$ cat src/rtl/subtractor_serial.sv
// Multi-cycle unsigned subtractor: diff = a - b, one SLICE-bit chunk per clock, LSB first,
// with valid/ready handshakes on both sides and the final borrow reported as borrow_out.
module subtractor_serial #(
  parameter int unsigned WIDTH = 4,
  parameter int unsigned SLICE = 2
) (
  input  logic             clk,
  input  logic             rst_n,
  input  logic             in_valid,
  output logic             in_ready,
  input  logic [WIDTH-1:0] a,
  input  logic [WIDTH-1:0] b,
  output logic             out_valid,
  input  logic             out_ready,
  output logic [WIDTH-1:0] diff,
  output logic             borrow_out
);

  localparam int unsigned NSLICE = WIDTH / SLICE;
  localparam int unsigned CW     = (NSLICE > 1) ? $clog2(NSLICE) : 1;

  typedef enum logic [1:0] {IDLE, BUSY, DONE} state_t;

  state_t           state;
  logic [WIDTH-1:0] a_lat;
  logic [WIDTH-1:0] b_lat;
  logic             borrow;
  logic [CW-1:0]    cnt;
  logic [SLICE:0]   sub;
  logic [WIDTH-1:0] diff_ins;

  // Operands shift right and diff fills from the top, so slice i is always at
  // the operand LSBs and lands at diff[i*SLICE +: SLICE] after the last shift.
  always_comb begin
    sub      = {1'b0, a_lat[SLICE-1:0]} - {1'b0, b_lat[SLICE-1:0]} - {{SLICE{1'b0}}, borrow};
    diff_ins = (diff >> SLICE) | (WIDTH'(sub[SLICE-1:0]) << (WIDTH - SLICE));
  end

  always_ff @(posedge clk or negedge rst_n) begin
    if (!rst_n) begin
      state      <= IDLE;
      in_ready   <= 1'b1;
      out_valid  <= 1'b0;
      diff       <= '0;
      borrow_out <= 1'b0;
      borrow     <= 1'b0;
      cnt        <= '0;
      a_lat      <= '0;
      b_lat      <= '0;
    end else begin
      case (state)
        IDLE: begin
          if (in_valid && in_ready) begin
            a_lat    <= a;
            b_lat    <= b;
            borrow   <= 1'b0;
            cnt      <= '0;
            in_ready <= 1'b0;
            state    <= BUSY;
          end
        end
        BUSY: begin
          a_lat  <= a_lat >> SLICE;
          b_lat  <= b_lat >> SLICE;
          diff   <= diff_ins;
          borrow <= sub[SLICE];
          cnt    <= cnt + CW'(1);
          if (cnt == CW'(NSLICE - 1)) begin
            borrow_out <= sub[SLICE];
            out_valid  <= 1'b1;
            state      <= DONE;
          end
        end
        DONE: begin
          if (out_ready) begin
            out_valid <= 1'b0;
            in_ready  <= 1'b1;
            state     <= IDLE;
          end
        end
        default: state <= IDLE;
      endcase
    end
  end

endmodule

$ cat config.mk
export PLATFORM = sky130hd
export DESIGN_NAME = subtractor_serial
export DESIGN_NICKNAME = d
export VERILOG_FILES = /design/src/rtl/subtractor_serial.sv
export SDC_FILE = /design/constraint.sdc
export NUM_CORES = 1
export LEC_CHECK = 0
export ABC_AREA = 1
export CORE_UTILIZATION = 59
export DETAILED_ROUTE_END_ITERATION = 8
export DONT_BUFFER_PORTS = 1
export HOLD_SLACK_MARGIN = 0.15
export PLACE_DENSITY = 0.82
export SLEW_MARGIN = 20
export SYNTH_ARGS = -nofsm -noshare
export SYNTH_HDL_FRONTEND = slang
export SYNTH_SLANG_ARGS = --single-unit
$ cat constraint.sdc
create_clock -name clk -period 1.8 [get_ports clk]
set_input_delay 0.27 -clock clk [delete_from_list [all_inputs] [get_ports clk]]
set_output_delay 0.27 -clock clk [all_outputs]
set_load 0.02 [all_outputs]
==> results.cfg <==
[clocking]
cts.sinks = 19
htreeDepth = 1
postCtsSetupBuffers = 0
cts_max_path_buffers = 2
cts_tree = yes
cts_buffers = 3
clk_pin_slew_ns = 0.11
root_buffer = clkbuf_4
postCtsResizedCells = 0
insertion_delay_ns = 0.29

[job]
drv_cap = 0

[synth]
syn_avg_cell_area_um2 = 8.52
seq_area_frac_synth = 0.538
netlist-cell-type-count = 14
synth_top_family_by_area = simple AND/OR/NAND/NOR gates
syn-num-nets = 118
synth_simple_gate_area_frac = 0.306
synth-adder-area-share = 0.0452
synth_compound_area_frac = 0.0282
synthCells = 104
synth-seq-cells = 19
synth-xor-area-share = 0
yosys_warnings = 0
synth.largest_area_cell = dfrtp_1
muxShareOfSynthArea = 0
yosysTopAreaCellShare = 0.508
yosys-top-cells-area = dfrtp_1, nand2_1, nand3_1
synth.cell_area_um2 = 886

[timing]
slew_violations = 0
max_slew.worst_pin.slew_ns = 0.829
maxSlewHeadroom = 0.446
fin_crit_sh = 0.845
hold_viol = 0
grt_setup_unrepaired = no
setup_viol_count_final = 0
fin_setup_tns_ns = 0
holdWs_ns = 0.167
min_period_ns = 1.52
clock-skew-final_ns = 0.00636
max_freq_ghz = 0.657

[power_and_ir_drop]
leakage_nw = 0.524
power.total_w = 0.00164
power_density_nw_per_um2 = 1700
peakVddDrop_mv = 1.05

[worst_setup_path]
path_common_cell = fa_1
start_kind = flop
path_cells = fa_1, inv_1, fa_1, o21ai_0
cp.required_ns = 2.02
cp_max_fo = 2
path_buf_inv = 1
critical_path.max_stage_delay_ns = 0.42
cp.arrival_ns = 1.74
end_kind = flop
path_class = reg -> reg
slowest_stage = fa_1
critPathTopFamily = adder cells

[route]
drc = 0
dr.pass1.iters = 4
ant_nets = 0
viasPerCell = 5.38
drt_iter0_markers = 15
vias = 672
routed_wl_um = 1460
wl_per_cell_um = 11.7

[global_routing]
antenna_found_initial = 0
use_met1 = 0.265
top_usage_layer = met2
grt_pass1_wl_um = 2290
grt_max_degree = 20
grt-ovfl-total = 0
grt_pass1_vias = 551
gr-usage-met3 = 0.0489
grt_util_all_layers = 0.222
gr-usage-met2 = 0.381

[final_layout]
syn2layout_area_growth_pct = 8.47
layout_common_cells = nand2_1, nand3_1, dfrtp_1
nets = 125
drive_above_1_share = 0.0727
fillers = 111
antenna_cells = 0
final_cells = 125
final_common_cell = nand2_1

[die]
start_util = 0.656
dieArea_um2 = 1660
coreArea_um2 = 1350
io_pins = 19
die_h_um = 40.8
die_w_um = 40.8
row_count = 13

[placed_design]
portBuffers = 0
dp_cells = 115
hpwl_um = 1010
gp_congestion = 0.761

[run_status]
outcome = completed

[worst_hold_path]
min_path_type = in -> reg
-- kinds of logic after synthesis --
family | after synthesis
flops | 19
simple gates | 64
fa+ha+maj | 2
buf+inv | 14
compound gates | 5
-- worst reg2reg max path, stage by stage (launching register included) --
cell	delay [ns]
dfrtp_1	0.41
fa_1	0.42
inv_1	0.08
fa_1	0.39
o21ai_0	0.15
-- flip-flops by register name, summed over array words and instances, names as in the netlist --
name / count
a_lat: 4
b_lat: 4
borrow: 1
borrow_out: 1
cnt: 1
diff: 4
in_ready: 1
out_valid: 1
state: 2
-- metal layers --
| layer | wire length [um] | vias up | part of all wire |
|---|---|---|---|
| met4 | 16 | 0 | 0.011 |
| met5 | 0 | - | 0 |
| met1 | 608 | 314 | 0.42 |
| met2 | 778 | 18 | 0.53 |
| met3 | 60 | 2 | 0.041 |
| li1 | - | 338 | - |
-- final cells by class --
type	count	area, um2	area share
Clock inverter	1	5.00	0.00521
Multi-Input combinational cell	71	337	0.350
Sequential cell	19	477	0.496
Inverter	9	33.8	0.0352
Tap cell	15	18.8	0.0195
Clock buffer	3	22.5	0.0234
Timing Repair Buffer	7	67.6	0.0703
-- final timing paths --
check	endpoint	slack, ns	cells past startpoint	startpoint
max in group asynchronous	diff[1]	0.78	1	rst_n
min in group asynchronous	diff[0]	0.50	1	rst_n
setup / recovery	diff[3]	0.28	4	a_lat[0]
hold reg to reg	a_lat[2]	0.52	2	a_lat[2]
setup reg to reg	diff[3]	0.28	4	a_lat[0]
hold / removal	b_lat[0]	0.17	4	b[0]
-- timing repair --
item | 4_1_cts | 5_1_grt
hold buffers | 6 | 0
endpoints found under the setup margin | 0 | 0
hold endpoints to repair | 25 | 0
-- report_power, final --
part	internal (W)	switching, W
combinational	0.000215	0.000354
sequential	0.000630	0.000225
clock	0.0000827	0.000132
-- through the flow --
stage,setup slack (ns),cell area [um2],utilization
final,0.278,961,0.712
after global routing,0.199,961,0.712
after CTS,0.270,961,0.712
after detailed placement,0.293,873,0.647
after global placement,0.325,873,0.647
after floorplan,0.339,886,-
-- cell usage after synthesis, drive strengths merged --
cell,n
a21oi,1
buf,5
dfrtp,18
dfstp,1
fa,2
inv,9
nand2,43
nand3,19
nor2,1
o21ai,4
or2,1
No activity file was read; power rests on OpenSTA's default activity.
